==> src/rtl/uart_pkt_rx.sv <==
`default_nettype none
// ============================================================================
// Module   : uart_pkt_rx
// Purpose  : UART receiver with packet deframer [HDR][PAYLOAD x N][CKSUM].
//            Optional macro UART_PKT_RX_PARITY_EN adds an even-parity bit.
// Revision : 1.0
// ============================================================================
module uart_pkt_rx #(
    parameter int                   CLKS_PER_BIT  = 16,
    parameter int                   DATA_BITS     = 8,
    parameter int                   PAYLOAD_BYTES = 3,
    parameter logic [DATA_BITS-1:0] HDR_VALUE     = 8'hA5
) (
    input  logic                               clk,
    input  logic                               rst,
    input  logic                               rx,
    output logic [DATA_BITS-1:0]               received_data,
    output logic                               DataRdy,
    output logic [DATA_BITS-1:0]               Header,
    output logic [PAYLOAD_BYTES*DATA_BITS-1:0] ImageData,
    output logic [DATA_BITS-1:0]               CheckSum,
    output logic                               Strb,
    output logic                               frame_err,
    output logic                               cksum_err
);

    localparam int c_cnt_w  = $clog2(CLKS_PER_BIT);
    localparam int c_bit_w  = $clog2(DATA_BITS);
    localparam int c_pcnt_w = $clog2(PAYLOAD_BYTES + 1);
    localparam int c_pay_w  = PAYLOAD_BYTES * DATA_BITS;
    localparam logic [c_cnt_w-1:0]  c_cnt_full = c_cnt_w'(CLKS_PER_BIT - 1);
    localparam logic [c_cnt_w-1:0]  c_cnt_half = c_cnt_w'(CLKS_PER_BIT / 2 - 1);
    localparam logic [c_bit_w-1:0]  c_bit_last = c_bit_w'(DATA_BITS - 1);
    localparam logic [c_pcnt_w-1:0] c_pay_last = c_pcnt_w'(PAYLOAD_BYTES - 1);

    typedef enum logic [2:0] {
        CS_IDLE      = 3'd0,
        CS_START     = 3'd1,
        CS_DATA      = 3'd2,
`ifdef UART_PKT_RX_PARITY_EN
        CS_PARITY    = 3'd3,
`endif
        CS_STOP      = 3'd4,
        CS_WAIT_HIGH = 3'd5
    } char_state_t;

    typedef enum logic [1:0] {
        PS_WAIT_HDR = 2'd0,
        PS_PAYLOAD  = 2'd1,
        PS_CKSUM    = 2'd2
    } pkt_state_t;

    char_state_t          r_char_state, w_char_next;
    pkt_state_t           r_pkt_state, w_pkt_next;
    logic                 r_rx_meta, r_rx_sync;
    logic [c_cnt_w-1:0]   r_cnt;
    logic [c_bit_w-1:0]   r_bit_idx;
    logic [DATA_BITS-1:0] r_shift, r_rx_data, r_sum, r_header, r_cksum;
    logic [c_pay_w-1:0]   r_stage, r_image, w_stage_shift;
    logic [c_pcnt_w-1:0]  r_pcnt;
    logic                 r_data_rdy, r_frame_err, r_strb, r_cksum_err;
    logic                 w_tick, w_half, w_stop_ok;
`ifdef UART_PKT_RX_PARITY_EN
    logic                 r_par_ok;
`endif

    // ---------------- character FSM ----------------
    always_ff @(posedge clk) begin
        if (rst) begin
            r_rx_meta    <= 1'b1;
            r_rx_sync    <= 1'b1;
            r_char_state <= CS_IDLE;
        end else begin
            r_rx_meta    <= rx;
            r_rx_sync    <= r_rx_meta;
            r_char_state <= w_char_next;
        end
    end

    always_comb begin
        w_char_next = r_char_state;
        w_tick      = (r_cnt == c_cnt_full);
        w_half      = (r_cnt == c_cnt_half);
`ifdef UART_PKT_RX_PARITY_EN
        w_stop_ok   = r_rx_sync && r_par_ok;
`else
        w_stop_ok   = r_rx_sync;
`endif
        case (r_char_state)
            CS_IDLE:      if (!r_rx_sync) w_char_next = CS_START;
            CS_START:     if (w_half) w_char_next = r_rx_sync ? CS_IDLE : CS_DATA;
            CS_DATA: begin
                if (w_tick && (r_bit_idx == c_bit_last)) begin
`ifdef UART_PKT_RX_PARITY_EN
                    w_char_next = CS_PARITY;
`else
                    w_char_next = CS_STOP;
`endif
                end
            end
`ifdef UART_PKT_RX_PARITY_EN
            CS_PARITY:    if (w_tick) w_char_next = CS_STOP;
`endif
            // A low stop bit must see the line return high before re-arming.
            CS_STOP:      if (w_tick) w_char_next = r_rx_sync ? CS_IDLE : CS_WAIT_HIGH;
            CS_WAIT_HIGH: if (r_rx_sync) w_char_next = CS_IDLE;
            default:      w_char_next = CS_IDLE;
        endcase
    end

    always_ff @(posedge clk) begin
        if (rst) begin
            r_cnt       <= '0;
            r_bit_idx   <= '0;
            r_shift     <= '0;
            r_rx_data   <= '0;
            r_data_rdy  <= 1'b0;
            r_frame_err <= 1'b0;
`ifdef UART_PKT_RX_PARITY_EN
            r_par_ok    <= 1'b1;
`endif
        end else begin
            r_data_rdy  <= 1'b0;
            r_frame_err <= 1'b0;
            case (r_char_state)
                CS_START: r_cnt <= w_half ? '0 : r_cnt + 1'b1;
                CS_DATA: begin
                    if (w_tick) begin
                        r_cnt     <= '0;
                        r_shift   <= {r_rx_sync, r_shift[DATA_BITS-1:1]};
                        r_bit_idx <= r_bit_idx + 1'b1;
                    end else begin
                        r_cnt <= r_cnt + 1'b1;
                    end
                end
`ifdef UART_PKT_RX_PARITY_EN
                CS_PARITY: begin
                    if (w_tick) begin
                        r_cnt    <= '0;
                        r_par_ok <= ~((^r_shift) ^ r_rx_sync);
                    end else begin
                        r_cnt <= r_cnt + 1'b1;
                    end
                end
`endif
                CS_STOP: begin
                    if (w_tick) begin
                        r_cnt <= '0;
                        if (w_stop_ok) begin
                            r_rx_data  <= r_shift;
                            r_data_rdy <= 1'b1;
                        end else begin
                            r_frame_err <= 1'b1;
                        end
                    end else begin
                        r_cnt <= r_cnt + 1'b1;
                    end
                end
                default: begin
                    r_cnt     <= '0;
                    r_bit_idx <= '0;
                end
            endcase
        end
    end

    // ---------------- packet FSM ----------------
    generate
        if (PAYLOAD_BYTES == 1) begin : g_stage_single
            assign w_stage_shift = r_rx_data;
        end else begin : g_stage_multi
            assign w_stage_shift = {r_stage[c_pay_w-DATA_BITS-1:0], r_rx_data};
        end
    endgenerate

    always_ff @(posedge clk) begin
        if (rst) r_pkt_state <= PS_WAIT_HDR;
        else     r_pkt_state <= w_pkt_next;
    end

    always_comb begin
        w_pkt_next = r_pkt_state;
        if (r_frame_err) begin
            w_pkt_next = PS_WAIT_HDR;
        end else if (r_data_rdy) begin
            case (r_pkt_state)
                PS_WAIT_HDR: if (r_rx_data == HDR_VALUE) w_pkt_next = PS_PAYLOAD;
                PS_PAYLOAD:  if (r_pcnt == c_pay_last) w_pkt_next = PS_CKSUM;
                default:     w_pkt_next = PS_WAIT_HDR;
            endcase
        end
    end

    always_ff @(posedge clk) begin
        if (rst) begin
            r_sum       <= '0;
            r_pcnt      <= '0;
            r_stage     <= '0;
            r_header    <= '0;
            r_image     <= '0;
            r_cksum     <= '0;
            r_strb      <= 1'b0;
            r_cksum_err <= 1'b0;
        end else begin
            r_strb      <= 1'b0;
            r_cksum_err <= 1'b0;
            if (r_data_rdy) begin
                case (r_pkt_state)
                    PS_WAIT_HDR: begin
                        r_sum  <= HDR_VALUE;
                        r_pcnt <= '0;
                    end
                    PS_PAYLOAD: begin
                        r_stage <= w_stage_shift;
                        r_sum   <= r_sum + r_rx_data;
                        r_pcnt  <= r_pcnt + 1'b1;
                    end
                    default: begin
                        if (r_rx_data == r_sum) begin
                            r_header <= HDR_VALUE;
                            r_image  <= r_stage;
                            r_cksum  <= r_rx_data;
                            r_strb   <= 1'b1;
                        end else begin
                            r_cksum_err <= 1'b1;
                        end
                    end
                endcase
            end
        end
    end

    assign received_data = r_rx_data;
    assign DataRdy       = r_data_rdy;
    assign Header        = r_header;
    assign ImageData     = r_image;
    assign CheckSum      = r_cksum;
    assign Strb          = r_strb;
    assign frame_err     = r_frame_err;
    assign cksum_err     = r_cksum_err;

endmodule
`default_nettype wire

==> config.mk <==
export PLATFORM = sky130hd
export DESIGN_NAME = uart_pkt_rx
export DESIGN_NICKNAME = d
export VERILOG_FILES = /design/src/rtl/uart_pkt_rx.sv
export SDC_FILE = /design/constraint.sdc
export NUM_CORES = 1
export LEC_CHECK = 0
export CAP_MARGIN = 20
export CELL_PAD_IN_SITES_DETAIL_PLACEMENT = 0
export CELL_PAD_IN_SITES_GLOBAL_PLACEMENT = 1
export CORE_ASPECT_RATIO = 0.5
export CORE_MARGIN = 1
export CORE_UTILIZATION = 41
export DETAILED_ROUTE_END_ITERATION = 7
export GPL_TIMING_DRIVEN = 0
export PLACE_DENSITY_LB_ADDON = 0.1
export SLEW_MARGIN = 20
export SYNTH_ARGS = -nofsm -noshare
export SYNTH_HDL_FRONTEND = slang
export SYNTH_SLANG_ARGS = --single-unit
==> constraint.sdc <==
create_clock -name clk -period 2.3 [get_ports clk]
set_clock_uncertainty 0.05 [all_clocks]
set_input_delay 0.345 -clock clk [delete_from_list [all_inputs] [get_ports clk]]
set_output_delay 0.345 -clock clk [all_outputs]
set_load 0.1 [all_outputs]
==> impl_metrics.tcl <==
set metrics [dict create \
    synth_area_sq_um 4120 \
    crit_required_ns 1.90 \
    core-area_sq_um 9600 \
    critical_path_buf_inv_count 1 \
    hp-class "flip-flop to flip-flop" \
    status "finished, final reports clean" \
    multiInputGateArea_sq_um 1940 \
    synth_cell_type_count 49 \
    r2r_slack_ns 0.10 \
    crit_path_start_kind "flip-flop" \
    endpoint_kind "primary output" \
    gr-total-overflow 0 \
    switching_power_mw 0.744 \
    r2r_start "received_data[2]$_SDFFE_PP0P_" \
    p_sw_frac 0.217 \
    fin_total_pwr_mw 3.42 \
    syn2layout_area_growth_pct 26.6 \
    drive_gt1_frac 0.109 \
    peakVddDrop_v 0.000402 \
    grt_pass1_vias 3117 \
    yosys_warnings 0 \
    clock_latency_ns 0.34 \
    die_h_um 72.9 \
    min_to "r_rx_sync$_SDFF_PP1_" \
    clkPwrFrac 0.460 \
    num_antenna_cells 0 \
    crit_family "buffers and inverters" \
    numCtsBuffers 9 \
    ys_seq_elements 101 \
    slew_headroom 0.333 \
    drv_cap 0 \
    clockBufferDepth 2 \
    combPwrFrac 0.029 \
    clk_pin_slew_ns 0.07 \
    hpwl_um 6810 \
    synth_edf_count 0 \
    synth-seq-area-share 0.491 \
    gr-usage-all-layers 0.200 \
    p_leak_nw 1.95 \
    ctsHoldBuffers 0 \
    drv_slew 0 \
    path_max_fanout 2 \
    path_cells "clkdlybuf4s50_1" \
    fillers 952 \
    p_per_area_nw_per_um2 656 \
    drt_wl_total_um 9670 \
    grt_pass1_wl_um 15900 \
    via_per_inst 4.85 \
    cp_slowest_cell "clkdlybuf4s50_1" \
    cts.sinks 101 \
    grt_antenna_before_repair 0 \
    drc 0 \
    start_util 0.429 \
    place_congestion 0.807 \
    criticalPathCategory "flip-flop to primary output" \
    die_area_sq_um 10500 \
    rsz0062_at_grt "no" \
    hp-start "r_rx_meta$_SDFF_PP1_" \
    period_share 0.966 \
    cts-root-buf "clkbuf_16" \
    avgSynthCellArea_sq_um 8.39 \
    floorplan.die.width_um 144 \
    slowest_delay_ns 1.14 \
    setup_violations 0 \
    seqCellArea_sq_um 2050 \
    fin_nets 572 \
    dr.pass1.iters 4 \
    drt-initial-drc-count 167 \
    rr_worst_depth 7 \
    synthArstFlopShare 0 \
    core.rowCount 25 \
    tritoncts "done" \
    holdPathStages 1 \
    arrival_ns 1.83 \
    post-place-cells 678 \
    synth_ff_type "dfxtp_1" \
    ios 55 \
    antenna_left 0 \
    grt_start_max_net_pins 18 \
    drt-wirelength-per-cell_um 13.9 \
    max_clock_freq_ghz 0.450 \
    reg2reg_to "CheckSum[4]$_SDFFE_PP0P_" \
    p_seq_frac 0.511 \
    final_hold_viol_count 0 \
    port_buffers 49 \
    vias 3377 \
    p_int_mw 2.68 \
    htreeDepth 3 \
    fin_crit_ns 2.22 \
    worstMarginPinSlew_ns 0.997 \
    synth_cells 491 \
    final_cells 696 \
]
## flip-flops by register name, indices dropped and copies added, names as in the netlist
name / count
r_bit_idx: 3
r_rx_sync: 1
Header: 1
r_pcnt: 2
Strb: 1
r_rx_meta: 1
r_pkt_state: 2
ImageData: 24
received_data: 8
DataRdy: 1
r_stage: 24
frame_err: 1
CheckSum: 8
cksum_err: 1
r_cnt: 4
r_char_state: 3
r_shift: 8
r_sum: 8
## area by class of cell
cell class,count,area share
buffer,35,0.0401
sequential,101,0.393
multi-input combinational,352,0.373
clock inverter,4,0.0106
clock buffer,11,0.0487
timing repair buffer,52,0.0984
inverter,6,0.00432
tap,135,0.0324
## layout by cell type (no fill, tap or decap), types with 3 or more instances in the layout
master / Yosys / final
a211oi_1: 5 / 4
a21o_1: 4 / 4
a21oi_1: 72 / 72
a21oi_2: 7 / 7
a22oi_1: 3 / 3
buf_4: 8 / 11
buf_6: 3 / 6
clkbuf_1: 18 / 19
clkbuf_16: 0 / 10
clkdlybuf4s50_1: 0 / 37
conb_1: 1 / 4
dfxtp_1: 101 / 93
dfxtp_4: 0 / 6
dlygate4sd2_1: 0 / 8
dlymetal6s2s_1: 0 / 4
ha_1: 11 / 9
inv_1: 6 / 6
mux2i_1: 8 / 8
nand2_1: 136 / 136
nand2b_1: 5 / 5
nand3_1: 9 / 8
nand3b_1: 3 / 3
nor2_1: 33 / 33
nor2b_1: 4 / 4
nor3_1: 5 / 5
o21ai_0: 3 / 3
or2_2: 3 / 3
xnor2_1: 6 / 6
xor2_1: 3 / 3
## routing by layer
metal / up-vias / global-route usage / wire length (um)
li1: 1762 / - / -
met1: 1549 / 0.264 / 5000
met2: 56 / 0.323 / 4230
met3: 10 / 0.0486 / 339
met4: 0 / 0.0615 / 97
met5: - / 0 / 0
## how the worst max path moves through the flow
stage / startpoint / to / slack, ns / cells past startpoint
3_5_place_dp: received_data[6]$_SDFFE_PP0P_ / ImageData[9]$_SDFFE_PP0P_ / -0.05 / 6
5_1_grt: received_data[2]$_SDFFE_PP0P_ / ImageData[15]$_SDFFE_PP0P_ / 0.008 / 7
2_1_floorplan: received_data[1]$_SDFFE_PP0P_ / CheckSum[0]$_SDFFE_PP0P_ / 0.007 / 7
6_report: ImageData[15]$_SDFFE_PP0P_ / ImageData[15] / 0.08 / 1
3_3_place_gp: received_data[6]$_SDFFE_PP0P_ / CheckSum[1]$_SDFFE_PP0P_ / -0.008 / 7
4_1_cts: received_data[4]$_SDFFE_PP0P_ / received_data[4] / 0.0004 / 1
## power by group through the flow
stage / registers (mW) / logic (mW) / clock network, mW
global route: 1.75 / 0.110 / 1.68
CTS: 1.75 / 0.102 / 1.61
global placement: 1.79 / 0.101 / 0
finish: 1.75 / 0.101 / 1.57
floorplan: 1.79 / 0.0785 / 0
detailed placement: 1.79 / 0.102 / 0
## synth_stat cells, drive strengths merged, types with 3 or more instances
master	count	area share
clkbuf	18	0.016
nand3b	3	0.0055
dfxtp	101	0.49
ha	11	0.033
buf	17	0.030
xor2	3	0.0064
nand2	136	0.12
a21oi	79	0.10
inv	6	0.0055
a22oi	3	0.0055
or2	3	0.0046
a211oi	5	0.0091
nor2	33	0.030
nand3	9	0.011
o21ai	3	0.0036
nor4	3	0.0082
mux2i	8	0.019
nor3	7	0.011
a21o	4	0.0073
xnor2	6	0.013
nor2b	4	0.0061
nand2b	5	0.0076
## per-stage QoR
stage	TNS (ns)	instance area, sq um	utilization	hold slack, ns	worst slack [ns]
floorplan	0	4200	-	0.339	0.00702
global placement	-0.0322	4860	0.506	0.342	-0.00826
detailed placement	-0.598	4860	0.506	0.349	-0.0502
CTS	0	5190	0.541	0.362	0.000365
global route	0	5210	0.543	0.382	0.00833
finish	0	5210	0.543	0.357	0.0783
## cells by family (layout without fill, tap and decap cells)
kind of cell	after synthesis	count (layout)	synth area share
xor+xnor	9	9	0.0191
mux	9	9	0.0222
compound gates	104	104	0.147
buf+inv	41	108	0.0517
other cells	1	4	0.000911
flops	101	101	0.491
simple gates	214	214	0.229
fa+ha+maj	12	12	0.0383
## timing repair
action                                  CTS  global route
pin swaps                                 1             1
endpoints found under the setup margin   37            34
gates resized for setup                   9             6
buffers inserted                          3             0
Note: power is estimated with default switching activity, not from simulation.
